<file path="config.mk">
export PLATFORM = sky130hd
export DESIGN_NAME = serial_subtractor_flat
export DESIGN_NICKNAME = d
export VERILOG_FILES = /design/src/rtl/serial_subtractor_pkg.sv /design/src/rtl/serial_subtractor_if.sv /design/src/rtl/serial_subtractor_bit.sv /design/src/rtl/serial_subtractor.sv /design/src/flat_wrapper.sv
export SDC_FILE = /design/constraint.sdc
export NUM_CORES = 1
export LEC_CHECK = 0
export CORE_ASPECT_RATIO = 0.75
export CORE_MARGIN = 5
export CORE_UTILIZATION = 55
export CTS_CLUSTER_DIAMETER = 40
export DETAILED_ROUTE_END_ITERATION = 8
export PLACE_DENSITY = 0.83
export SYNTH_ARGS = -nofsm -noshare
export SYNTH_HDL_FRONTEND = slang
export SYNTH_SLANG_ARGS = --single-unit
</file>
<file path="constraint.sdc">
create_clock -name clk -period 3.4 [get_ports clk]
set_input_delay 0.68 -clock clk [delete_from_list [all_inputs] [get_ports clk]]
set_output_delay 0.68 -clock clk [all_outputs]
set_load 0.01 [all_outputs]
</file>
<file path="src/rtl/serial_subtractor_pkg.sv">
// Shared arithmetic package: FSM state encoding, default width and a
// constant-function helper for sizing counters.
package arith_pkg;

    typedef enum logic [1:0] {
        IDLE = 2'd0,
        RUN  = 2'd1,
        DONE = 2'd2
    } sub_state_t;

    localparam int SUB_WIDTH_DEFAULT = 8;

    // Ceiling log2, never smaller than 1 so a counter always has a bit.
    function automatic int clog2(input int value);
        int result;
        int remaining;
        result    = 0;
        remaining = value - 1;
        while (remaining > 0) begin
            result++;
            remaining = remaining >> 1;
        end
        if (result < 1) begin
            result = 1;
        end
        return result;
    endfunction

endpackage

</file>
<file path="src/rtl/serial_subtractor_if.sv">
// Start/ready/done handshake plus operand and result buses for the
// bit-serial subtractor. The controller side uses the master modport.
interface serial_subtractor_if
    import arith_pkg::*;
#(
    parameter int WIDTH = SUB_WIDTH_DEFAULT
) ();

    logic             start;
    logic [WIDTH-1:0] a;
    logic [WIDTH-1:0] b;
    logic             ready;
    logic             done;
    logic [WIDTH-1:0] diff;
    logic             borrow_out;
    logic             zero;

    modport master (
        output start, a, b,
        input  ready, done, diff, borrow_out, zero
    );

    modport slave (
        input  start, a, b,
        output ready, done, diff, borrow_out, zero
    );

endinterface

</file>
<file path="src/rtl/serial_subtractor_bit.sv">
// One-bit full subtractor cell: d = x - y - bin with borrow out.
module full_subtractor_bit (
    input  logic x,
    input  logic y,
    input  logic bin,
    output logic d,
    output logic bout
);

    // Difference and borrow for a single bit position.
    always_comb begin
        d    = x ^ y ^ bin;
        bout = (~x & y) | (~(x ^ y) & bin);
    end

endmodule

</file>
<file path="src/rtl/serial_subtractor.sv">
// Bit-serial unsigned subtractor: computes a - b LSB first through a single
// full-subtractor cell, one bit per clock, with the borrow kept in a flop.
module serial_subtractor
    import arith_pkg::*;
#(
    parameter int WIDTH = SUB_WIDTH_DEFAULT
) (
    input  logic                clk,
    input  logic                rst,
    serial_subtractor_if.slave  bus
);

    localparam int CNT_W = clog2(WIDTH);
    localparam logic [CNT_W-1:0] LAST_BIT = CNT_W'(WIDTH - 1);

    sub_state_t       state;
    sub_state_t       state_next;

    logic [WIDTH-1:0] a_sr;
    logic [WIDTH-1:0] b_sr;
    logic [WIDTH-1:0] res_sr;
    logic [WIDTH-1:0] res_next;
    logic [CNT_W-1:0] bit_cnt;
    logic             bin_q;
    logic             d_bit;
    logic             bout_bit;
    logic             last_bit;

    logic [WIDTH-1:0] diff_q;
    logic             borrow_q;
    logic             zero_q;

    full_subtractor_bit u_cell (
        .x    (a_sr[0]),
        .y    (b_sr[0]),
        .bin  (bin_q),
        .d    (d_bit),
        .bout (bout_bit)
    );

    // The result fills from the MSB end so after WIDTH shifts bit 0 is at the LSB.
    always_comb begin
        res_next = {d_bit, res_sr[WIDTH-1:1]};
        last_bit = (state == RUN) && (bit_cnt == LAST_BIT);
    end

    // State register; reset wins over every transition.
    always_ff @(posedge clk) begin
        if (rst) begin
            state <= IDLE;
        end else begin
            state <= state_next;
        end
    end

    // Next-state logic: accept only from IDLE, DONE lasts exactly one cycle.
    always_comb begin
        state_next = state;
        unique case (state)
            IDLE: if (bus.start) state_next = RUN;
            RUN:  if (last_bit)  state_next = DONE;
            DONE: state_next = IDLE;
            default: state_next = IDLE;
        endcase
    end

    // Operand/result shifting, borrow flop, bit counter and result registers.
    always_ff @(posedge clk) begin
        if (rst) begin
            a_sr     <= '0;
            b_sr     <= '0;
            res_sr   <= '0;
            bit_cnt  <= '0;
            bin_q    <= 1'b0;
            diff_q   <= '0;
            borrow_q <= 1'b0;
            zero_q   <= 1'b0;
        end else begin
            case (state)
                IDLE: begin
                    if (bus.start) begin
                        a_sr    <= bus.a;
                        b_sr    <= bus.b;
                        res_sr  <= '0;
                        bit_cnt <= '0;
                        bin_q   <= 1'b0;
                    end
                end
                RUN: begin
                    a_sr    <= a_sr >> 1;
                    b_sr    <= b_sr >> 1;
                    res_sr  <= res_next;
                    bin_q   <= bout_bit;
                    bit_cnt <= bit_cnt + CNT_W'(1);
                    if (last_bit) begin
                        diff_q   <= res_next;
                        borrow_q <= bout_bit;
                        zero_q   <= ~|res_next;
                    end
                end
                default: begin
                end
            endcase
        end
    end

    // Handshake flags decode straight from the registered state.
    always_comb begin
        bus.ready      = (state == IDLE);
        bus.done       = (state == DONE);
        bus.diff       = diff_q;
        bus.borrow_out = borrow_q;
        bus.zero       = zero_q;
    end

endmodule

</file>
<file path="src/flat_wrapper.sv">
// flat-port wrapper written by rule: the top's interface ports become plain ports
module serial_subtractor_flat import arith_pkg::*;
#(
    parameter int WIDTH = SUB_WIDTH_DEFAULT
)
  (clk, rst, bus_start, bus_a, bus_b, bus_ready, bus_done, bus_diff, bus_borrow_out, bus_zero);
  serial_subtractor_if #(.WIDTH(WIDTH)) bus_i ();
  input  logic clk;
  input  logic rst;
  input wire logic [$bits(bus_i.start)-1:0] bus_start;
  input wire logic [$bits(bus_i.a)-1:0] bus_a;
  input wire logic [$bits(bus_i.b)-1:0] bus_b;
  output wire logic [$bits(bus_i.ready)-1:0] bus_ready;
  output wire logic [$bits(bus_i.done)-1:0] bus_done;
  output wire logic [$bits(bus_i.diff)-1:0] bus_diff;
  output wire logic [$bits(bus_i.borrow_out)-1:0] bus_borrow_out;
  output wire logic [$bits(bus_i.zero)-1:0] bus_zero;
  assign bus_i.start = bus_start;
  assign bus_i.a = bus_a;
  assign bus_i.b = bus_b;
  assign bus_ready = bus_i.ready;
  assign bus_done = bus_i.done;
  assign bus_diff = bus_i.diff;
  assign bus_borrow_out = bus_i.borrow_out;
  assign bus_zero = bus_i.zero;
  serial_subtractor #(.WIDTH(WIDTH)) u_core (.clk(clk), .rst(rst), .bus(bus_i));
endmodule
</file>
==> summary.md, run 1 <==
| Metric | Value |
|---|---|
| Initial Utilization | `0.578` |
| HP Class | `flip-flop to flip-flop` |
| Crit end category | `output port` |
| Status | `finished clean` |
| Power Internal | `693 uW` |
| Syn. warnings | `0` |
| DRC | `0` |
| Comb pwr share | `0.125` |
| Sw Share | `0.239` |
| Avg WL per Cell | `13.2 um` |
| Post-Syn Area | `0.00172 mm^2` |
| DR vias/cell | `5.42` |
| Measured slew at the worst slew-check pin | `0.817 ns` |
| CP max stage cell | `dfxtp_1` |
| Maximum VDD drop | `0.000248 V` |
| Worst setup SP type | `flip-flop` |
| Final Cycle Share | `0.704` |
| Placed instance count | `248` |
| Placeable Area | `0.00298 mm^2` |
| Clock root buffer | `clkbuf_8` |
| Net Sw Power | `217 uW` |
| Routed Antenna Nets | `0` |
| Final Hold Violating Endpoints | `0` |
| R2R depth | `4` |
| Post-synthesis net count | `215` |
| Final HPWL DP | `2480 um` |
| TritonCTS Sinks | `39` |
| Critical path, cell by cell | `nor2b_1 > clkdlybuf4s50_1` |
| Global-route usage over all layers | `0.176` |
| Final setup violating endpoints | `0` |
| Worst Hold Depth | `2` |
| Design area | `0.00207 mm^2` |
| Max_slew headroom | `0.455` |
| Via count | `1381` |
| Post-Route WL | `3380 um` |
| Reg power frac | `0.540` |
| Drt pass-1 iters | `4` |
| Ys async rst share | `0` |
| Main synth FF type | `dfxtp_1` |
| Die Y | `58.5 um` |
| Port Buf Inserts | `30` |
| Area taken by multi-input logic gates | `827 um^2` |
| Initial antenna violation count | `0` |
| Synth cell types | `31` |
| Crit Path Class | `flip-flop to output port` |
| H-tree depth | `2` |
| Clk_lat worst skew | `0.28 ns` |
| Post-CTS Setup Repair Bufs | `0` |
| First-pass GRT wire length | `5950 um` |
| Flip-flop and latch area | `781 um^2` |
| # resized after CTS | `0` |
| Max-cap violation count | `0` |
| Number of global-route vias before repair | `1330` |
| Area Overhead vs Synth | `20.0%` |
| Sequential element share of the synthesized area | `0.453` |
| Total power | `911 uW` |
| Crit path DAT | `1.71 ns` |
| Share of layout cells above drive strength 1 | `0.106` |
| Clock-pin slew on the worst setup and hold paths | `0.07 ns` |
| Final #Nets | `239` |
| Pwr Density | `441 mW/mm^2` |
| Rows | `17` |
| DIE WIDTH | `74.6 um` |
| Post-Syn Instances | `193` |
| Largest net degree at the start of global routing | `28` |
| Clk pwr share | `0.335` |
| CTS Buffer Depth | `2` |
| CTS tree | `yes` |
| WP data required | `2.72 ns` |
| Synthesized area per cell | `8.92 um^2` |
| Worst-path fanout max | `17` |
| Largest stage delay, worst path | `0.66 ns` |
| DP Area | `0.00198 mm^2` |
| Final worst setup slack | `1.01 ns` |
| Final non-filler cell total | `255` |
| Min Tclk post-route | `2.39 ns` |
| N_diodes | `0` |
| Final Wtd Congestion | `0.739` |
| Fin Setup TNS | `0 ns` |
| RSZ-0062 raised after global routing | `false` |
| Fmax | `418 MHz` |
| Fill count | `245` |
| Iter 0 DRT Violations | `93` |
| Leakage | `0.000755 uW` |
| Io pins | `31` |
| Clk_skew | `0.00525 ns` |
| Post-synthesis register bit count | `39` |
| Post-synth EDFFs | `0` |
| Setup Slack @ Placement | `0.959 ns` |
| Slew Limit Fails | `0` |
| Die area | `0.00436 mm^2` |
| # hold bufs at CTS | `0` |
| Num CTS Buffers | `5` |
| Total gr overflow | `0` |
[synth_stat cells, drive strengths merged (2+ instances only)]
library cell	instances	area [um^2]
dfxtp	39	781
nand2	27	101
nor2	27	101
a21oi	25	129
buf	12	95.1
a211oi	10	120
a22oi	9	67.6
nand2b	6	37.5
nor3	6	30.0
or3b	6	52.6
nor2b	5	31.3
clkbuf	3	11.3
ha	2	25.0
inv	2	7.51
nor4	2	12.5
o22ai	2	12.5
[final timing paths]
path | start | end | slack (ns)
min | u_core.bus.diff[1] | u_core.bus.diff[1] | 0.46
max reg2reg | u_core.state[0] | u_core.res_sr[3] | 1.47
max | u_core.state[1] | bus_done | 1.01
min reg2reg | u_core.bus.diff[1] | u_core.bus.diff[1] | 0.46
[state kept, by name (all words and copies together) (netlist names)]
name	flops
u_core.bit_cnt	3
u_core.state	2
u_core.a_sr	8
u_core.bus.zero	1
u_core.b_sr	8
u_core.res_sr	7
u_core.bus.borrow_out	1
u_core.bus.diff	8
u_core.bin_q	1
[cells by family (layout without fill, tap and decap cells)]
group | count (synthesis) | count (layout) | synth area share
AND/OR/NAND/NOR | 84 | 84 | 0.233
buffers and inverters | 17 | 41 | 0.0661
adder cells (fa/ha/maj) | 3 | 3 | 0.0262
AO/OA/AOI/OAI | 50 | 50 | 0.221
flip-flops | 39 | 39 | 0.453
[power by group through the flow]
stage	Clock [uW]	Combinational, uW	Sequential, uW
after floorplan	0	89.7	495
after global placement	0	110	501
after detailed placement	0	114	502
after CTS	315	114	492
after global routing	338	127	495
final	305	114	492
[area by class of cell]
type	instances	share of cell area
Clock buffer	6	0.0400
Multi-Input combinational cell	137	0.400
Timing Repair Buffer	32	0.153
Tap cell	38	0.0230
Inverter	2	0.00363
Sequential cell	39	0.378
Clock inverter	1	0.00242
[cells in the final DEF (no fill, tap or decap), drive strengths merged, types with 2 or more instances in the layout]
cell and instances:
clkdlybuf4s50 30, ha 2, nor4 2, nor2 27
nor2b 5, a211oi 10, buf 2, nor3 6
a22oi 9, inv 2, nand2b 6, dfxtp 39
a21oi 25, or3b 6, o22ai 2, clkbuf 6
nand2 27
[worst max-delay path: cells and delay by family (launching register included)]
kind,cells,cell delay (ns)
buf+inv,1,0.56
flops,1,0.66
simple gates,1,0.21
[per-stage QoR]
stage	utilization	hold slack (ns)
after CTS	0.694	0.461
after global routing	0.694	0.480
final	0.694	0.460
after floorplan	-	0.445
after detailed placement	0.664	0.451
after global placement	0.664	0.444
[metal layers]
metal,vias up,global-route usage,wire length (um)
met5,-,0,0
met4,0,0.0457,27
met3,4,0.0614,176
met2,30,0.288,1620
met1,640,0.221,1550
li1,707,-,-
Note: power is estimated with default switching activity, not from simulation.
==> run 2: changes to the inputs <==
--- a/config.mk
+++ b/config.mk
@@ -7,10 +7,10 @@
 export LEC_CHECK = 0
 export CORE_ASPECT_RATIO = 0.75
 export CORE_MARGIN = 5
-export CORE_UTILIZATION = 55
+export CORE_UTILIZATION = 46
 export CTS_CLUSTER_DIAMETER = 40
 export DETAILED_ROUTE_END_ITERATION = 8
-export PLACE_DENSITY = 0.83
+export PLACE_DENSITY = 0.74
 export SYNTH_ARGS = -nofsm -noshare
 export SYNTH_HDL_FRONTEND = slang
 export SYNTH_SLANG_ARGS = --single-unit
==> constraint.sdc (replaced) <==
create_clock -name clk -period 2.1 [get_ports clk]
set_input_delay 0.42 -clock clk [delete_from_list [all_inputs] [get_ports clk]]
set_output_delay 0.42 -clock clk [all_outputs]
set_load 0.01 [all_outputs]
==> summary.md, run 2 (synthesis gave the netlist of run 1 again) <==
| Metric | Value |
|---|---|
| Crit Path Class | `flip-flop to output port (unchanged)` |
| GR Layer Usage met3 | `0.0533 (was 0.0614)` |
| Via count | `1400 (was 1381)` |
| Commonest non-fill, non-tap cell in the layout | `dfxtp_1 (unchanged)` |
| Global-route usage over all layers | `0.141 (was 0.176)` |
| Total gr overflow | `0 (unchanged)` |
| # resized after CTS | `0 (unchanged)` |
| HP Start | `u_core.bus.diff[4] (was u_core.bus.diff[1])` |
| Die Y | `63.0 um (was 58.5 um)` |
| Power Internal | `1100 uW (was 693 uW)` |
| Min Tclk post-route | `1.83 ns` |
| Final Wtd Congestion | `0.747 (was 0.739)` |
| Total power | `1490 uW (was 911 uW)` |
| WP data required | `1.68 ns (was 2.72 ns)` |
| WP buf/inv | `2 (was 1)` |
| Die area | `0.00508 mm^2 (was 0.00436 mm^2)` |
| DIE WIDTH | `80.6 um (was 74.6 um)` |
| Comb pwr share | `0.132 (was 0.125)` |
| Number of global-route vias before repair | `1221 (was 1330)` |
| Final HPWL DP | `2260 um (was 2480 um)` |
| CP delay by family, top | `buffers and inverters (was flip-flops)` |
| Clock root buffer | `clkbuf_8 (unchanged)` |
| RSZ-0062 raised after global routing | `false (unchanged)` |
| Commonest non-fill, non-tap cells in the layout | `dfxtp_1 (39), clkdlybuf4s50_1 (30), nor2_1 (27), nand2_1 (27), a21oi_1 (24) (unchanged)` |
| Num CTS Buffers | `5 (unchanged)` |
| CTS Buffer Depth | `2 (unchanged)` |
| Met2 Resource Use GR | `0.187 (was 0.288)` |
| Gr busiest metal | `met1 (was met2)` |
| Measured slew at the worst slew-check pin | `0.396 ns (was 0.817 ns)` |
| Clk_skew | `0.00440 ns (was 0.00525 ns)` |
| Slew Limit Fails | `0 (unchanged)` |
| N_diodes | `0 (unchanged)` |
| Worst-path fanout max | `16 (was 17)` |
| Sw Share | `0.260 (was 0.239)` |
| H-tree depth | `2 (unchanged)` |
| Pwr Density | `702 mW/mm^2 (was 441 mW/mm^2)` |
| DR vias/cell | `5.09 (was 5.42)` |
| Post-CTS Setup Repair Bufs | `0 (unchanged)` |
| Maximum VDD drop | `0.000409 V (was 0.000248 V)` |
| Largest stage delay, worst path | `0.54 ns (was 0.66 ns)` |
| Cell count along the critical path | `3 (was 2)` |
| Initial Utilization | `0.473 (was 0.578)` |
| Hold WS | `0.457 ns (was 0.460 ns)` |
| Avg WL per Cell | `12.1 um (was 13.2 um)` |
| FF-to-FF Start | `u_core.b_sr[0] (was u_core.state[0])` |
| First-pass GRT wire length | `5600 um (was 5950 um)` |
| Reg power frac | `0.531 (was 0.540)` |
| Critical Path Source | `u_core.state[1] (unchanged)` |
| Drt pass-1 iters | `6 (was 4)` |
| Worst setup SP type | `flip-flop (unchanged)` |
| DRC | `0 (unchanged)` |
| Largest net degree at the start of global routing | `28 (unchanged)` |
| Iter 0 DRT Violations | `129 (was 93)` |
| Crit end category | `output port (unchanged)` |
| Max_slew headroom | `0.735 (was 0.455)` |
| Final setup violating endpoints | `0 (unchanged)` |
| Clock-pin slew on the worst setup and hold paths | `0.08 ns (was 0.07 ns)` |
| Initial antenna violation count | `0 (unchanged)` |
| Fmax | `546 MHz` |
| Final Hold Violating Endpoints | `0 (unchanged)` |
| Critical path, cell by cell | `buf_4 > nor2_1 > clkdlybuf4s50_1 (was nor2b_1 > clkdlybuf4s50_1)` |
| Rows | `19 (was 17)` |
| TritonCTS Sinks | `39 (unchanged)` |
| Fill count | `347 (was 245)` |
| Crit path DAT | `1.41 ns (was 1.71 ns)` |
| Max-cap violation count | `0 (unchanged)` |
| Placed instance count | `267 (was 248)` |
| Leakage | `0.000773 uW (was 0.000755 uW)` |
| # hold bufs at CTS | `0 (unchanged)` |
| Share of layout cells above drive strength 1 | `0.130 (was 0.106)` |
| Post-Route WL | `3340 um (was 3380 um)` |
| Fin Setup TNS | `0 ns (unchanged)` |
| Clk_lat worst skew | `0.29 ns (was 0.28 ns)` |
| Worst Hold Depth | `2 (unchanged)` |
| Port Buf Inserts | `30 (unchanged)` |
| Area Overhead vs Synth | `23.3% (was 20.0%)` |
| Net Sw Power | `387 uW (was 217 uW)` |
| Io pins | `31 (unchanged)` |
| CTS tree | `yes (unchanged)` |
| Final non-filler cell total | `275 (was 255)` |
| HP Class | `flip-flop to flip-flop (unchanged)` |
| Clk pwr share | `0.337 (was 0.335)` |
| Placeable Area | `0.00364 mm^2 (was 0.00298 mm^2)` |
| Final #Nets | `244 (was 239)` |
| Status | `finished clean (unchanged)` |
| Final core occ | `0.583 (was 0.694)` |
| Routed Antenna Nets | `0 (unchanged)` |
| R2R depth | `5 (was 4)` |
| GR Layer Usage met1 | `0.202 (was 0.221)` |
| Final Cycle Share | `0.872` |
| CP max stage cell | `clkdlybuf4s50_1 (was dfxtp_1)` |
-- run 2: cell count changes in the layout (fill, tap and decap cells not counted), sizes merged --
cell / delta
buf: +5
clkinvlp: +2
clkbuf: -1
-- run 2: worst paths after layout --
path / to / slack, ns
worst max-delay path: bus_ready / 0.27
worst min-delay path: u_core.bus.diff[4] / 0.46
worst max register to register: u_core.bus.zero / 0.58
worst min register to register: u_core.bus.diff[4] / 0.46
-- run 2: layout make-up --
type                            count  area [um^2]  area share
Sequential cell                    39          781       0.368
Clock buffer                        5         68.8      0.0324
Tap cell                           52         65.1      0.0307
Multi-Input combinational cell    137          827       0.390
Clock inverter                      3         20.0     0.00943
Inverter                            2         7.51     0.00354
Timing Repair Buffer               37          353       0.166
-- run 2: metrics by stage --
| stage | cell area [um^2] | setup WS, ns |
|---|---|---|
| after floorplan | 1720 | 0.749 |
| after global placement | 2030 | 0.296 |
| after detailed placement | 2030 | 0.274 |
| after CTS | 2120 | 0.253 |
| after global routing | 2120 | 0.195 |
| final | 2120 | 0.268 |
-- run 2: power groups by stage --
stage | combinational, uW | sequential, uW | clock [uW]
CTS | 197 | 791 | 511
detailed placement | 197 | 808 | 0
floorplan | 145 | 802 | 0
global placement | 195 | 808 | 0
global route | 217 | 795 | 541
finish | 196 | 791 | 501
-- run 2: metal layers --
layer  wire length [um]  vias to the layer above
met2               1330                       29
met4                 53                        0
li1                   -                      719
met5                  0                        -
met1               1750                      648
met3                210                        4
-- run 2: worst register-to-register path, cell delays in order, from the launching register on --
cell	delay [ns]
dfxtp_1	0.31
inv_1	0.07
fa_1	0.51
nor4_1	0.31
nand3_1	0.12
a21oi_1	0.14
==> run 3: changes to the inputs <==
--- a/config.mk
+++ b/config.mk
@@ -5,12 +5,13 @@
 export SDC_FILE = /design/constraint.sdc
 export NUM_CORES = 1
 export LEC_CHECK = 0
+export CELL_PAD_IN_SITES_DETAIL_PLACEMENT = 2
+export CELL_PAD_IN_SITES_GLOBAL_PLACEMENT = 2
 export CORE_ASPECT_RATIO = 0.75
-export CORE_MARGIN = 5
-export CORE_UTILIZATION = 46
+export CORE_UTILIZATION = 28
 export CTS_CLUSTER_DIAMETER = 40
 export DETAILED_ROUTE_END_ITERATION = 8
-export PLACE_DENSITY = 0.74
+export PLACE_DENSITY_LB_ADDON = 0.1
 export SYNTH_ARGS = -nofsm -noshare
 export SYNTH_HDL_FRONTEND = slang
 export SYNTH_SLANG_ARGS = --single-unit
==> summary.md, run 3 (synthesis gave the netlist of run 1 again) <==
| Metric | Value |
|---|---|
| Final Wtd Congestion | `0.690 (was 0.747)` |
| Clk_skew | `0.00561 ns (was 0.00440 ns)` |
| Num CTS Buffers | `5 (unchanged)` |
| Commonest non-fill, non-tap cells in the layout | `dfxtp_1 (39), clkdlybuf4s50_1 (30), nor2_1 (27), nand2_1 (27), a21oi_1 (24) (unchanged)` |
| Worst setup SP type | `flip-flop (unchanged)` |
| Global-route usage over all layers | `0.155 (was 0.141)` |
| Initial Utilization | `0.293 (was 0.473)` |
| Area Overhead vs Synth | `28.4% (was 23.3%)` |
| Placeable Area | `0.00589 mm^2 (was 0.00364 mm^2)` |
| Worst-path fanout max | `16 (unchanged)` |
| Total gr overflow | `0 (unchanged)` |
| CP max stage cell | `clkdlybuf4s50_1 (unchanged)` |
| DRC | `0 (unchanged)` |
| DR vias/cell | `4.80 (was 5.09)` |
| Io pins | `31 (unchanged)` |
| N_diodes | `0 (unchanged)` |
| Final Hold Violating Endpoints | `0 (unchanged)` |
| Leakage | `0.000802 uW (was 0.000773 uW)` |
| Crit Path Class | `flip-flop to output port (unchanged)` |
| Critical Path Source | `u_core.state[1] (unchanged)` |
| Measured slew at the worst slew-check pin | `0.417 ns (was 0.396 ns)` |
| Final non-filler cell total | `301 (was 275)` |
| Share of layout cells above drive strength 1 | `0.126 (was 0.130)` |
| Pwr Density | `792 mW/mm^2 (was 702 mW/mm^2)` |
| Design area | `0.00221 mm^2 (was 0.00212 mm^2)` |
| Fmax | `535 MHz (was 546 MHz)` |
| Status | `finished clean (unchanged)` |
| Final Cycle Share | `0.889 (was 0.872)` |
| Post-Route WL | `4530 um (was 3340 um)` |
| Routed length on met1 | `2210 um (was 1750 um)` |
| Commonest non-fill, non-tap cell in the layout | `dfxtp_1 (unchanged)` |
| Max_slew headroom | `0.721 (was 0.735)` |
| Final HPWL DP | `3210 um (was 2260 um)` |
| R2R depth | `5 (unchanged)` |
| Max-cap violation count | `0 (unchanged)` |
| Maximum VDD drop | `0.000319 V (was 0.000409 V)` |
| Die area | `0.00647 mm^2 (was 0.00508 mm^2)` |
| Setup Slack @ Placement | `0.206 ns (was 0.274 ns)` |
| Clock root buffer | `clkbuf_8 (unchanged)` |
| First-pass GRT wire length | `7760 um (was 5600 um)` |
| CTS tree | `yes (unchanged)` |
| Worst Hold Depth | `2 (unchanged)` |
| Clock-pin slew on the worst setup and hold paths | `0.08 ns (about the same)` |
| FF-to-FF Start | `u_core.bit_cnt[0] (was u_core.b_sr[0])` |
| Avg WL per Cell | `15.0 um (was 12.1 um)` |
| Top Layer Used | `met4 (unchanged)` |
| Clk_lat worst skew | `0.30 ns (was 0.29 ns)` |
| Final #Nets | `244 (unchanged)` |
| Fill count | `659 (was 347)` |
| Largest stage delay, worst path | `0.54 ns (about the same)` |
| WP data required | `1.68 ns (about the same)` |
| Largest net degree at the start of global routing | `21 (was 28)` |
| DP Area | `0.00208 mm^2 (was 0.00203 mm^2)` |
| # resized after CTS | `0 (unchanged)` |
| Routed Antenna Nets | `0 (unchanged)` |
| Fin Setup TNS | `0 ns (unchanged)` |
| Crit path DAT | `1.45 ns (was 1.41 ns)` |
| Min Tclk post-route | `1.87 ns (was 1.83 ns)` |
| CTS Buffer Depth | `2 (unchanged)` |
| HP Start | `u_core.bus.diff[3] (was u_core.bus.diff[4])` |
| Number of global-route vias before repair | `1521 (was 1221)` |
| Rows | `24 (was 19)` |
| HP Class | `flip-flop to flip-flop (unchanged)` |
| Area taken by multi-input logic gates | `827 um^2 (unchanged)` |
| Post-CTS Setup Repair Bufs | `0 (unchanged)` |
| Final core occ | `0.376 (was 0.583)` |
| Port Buf Inserts | `30 (unchanged)` |
| Final setup violating endpoints | `0 (unchanged)` |
| Slew Limit Fails | `0 (unchanged)` |
| Drt pass-1 iters | `4 (was 6)` |
| Flip-flop and latch area | `781 um^2 (unchanged)` |
| # hold bufs at CTS | `0 (unchanged)` |
| Via count | `1446 (was 1400)` |
| Iter 0 DRT Violations | `29 (was 129)` |
| Placed instance count | `293 (was 267)` |
| Final worst setup slack | `0.233 ns (was 0.268 ns)` |
| Crit end category | `output port (unchanged)` |
| Routed wl met3 | `157 um (was 210 um)` |
| TritonCTS Sinks | `39 (unchanged)` |
| Critical path, cell by cell | `buf_4 > nor2_1 > clkdlybuf4s50_1 (unchanged)` |
| DIE WIDTH | `92.5 um (was 80.6 um)` |
| RSZ-0062 raised after global routing | `false (unchanged)` |
| Initial antenna violation count | `0 (unchanged)` |
| H-tree depth | `2 (unchanged)` |
| Met2 wire length | `2080 um (was 1330 um)` |
| Die Y | `69.9 um (was 63.0 um)` |
[run 3: cell types whose count changed in the layout (fill, tap and decap cells not counted)]
cell / change
buf_12: +1
buf_4: -1
bufinv_16: +2
clkbuf_1: +1
clkinv_2: -1
clkinvlp_4: -2
[run 3: final cells by class]
| type | instances | area share |
|---|---|---|
| Timing Repair Buffer | 37 | 0.165 |
| Clock inverter | 2 | 0.0272 |
| Multi-Input combinational cell | 137 | 0.374 |
| Tap cell | 78 | 0.0441 |
| Inverter | 2 | 0.00340 |
| Sequential cell | 39 | 0.353 |
| Clock buffer | 6 | 0.0328 |
[run 3: power breakdown]
group	internal, uW	total (uW)	switching, uW
Clock	475	752	276
Combinational	103	208	105
Sequential	771	792	21.3
[run 3: path summary, 6_finish.rpt]
path	to	slack, ns
worst max register to register	u_core.bus.borrow_out	0.56
worst min-delay path	u_core.bus.diff[3]	0.46
worst min register to register	u_core.bus.diff[3]	0.46
worst max-delay path	bus_ready	0.23
[run 3: stage by stage]
stage | power (uW) | hold WS, ns
after floorplan | 947 | 0.445
after global placement | 1010 | 0.446
after detailed placement | 1020 | 0.452
after CTS | 1790 | 0.464
after global routing | 1840 | 0.491
final | 1750 | 0.459
[run 3: worst max-delay path, delay by kind of cell (launching register included)]
family | cells | cell delay (ns)
and+or+nand+nor | 1 | 0.11
buffers and inverters | 2 | 0.73
DFF | 1 | 0.31
[run 3: per-layer routing]
layer / up-vias / global-route usage
li1: 717 / -
met1: 697 / 0.207
met2: 25 / 0.244
met3: 7 / 0.0359
met4: 0 / 0.0573
met5: - / 0
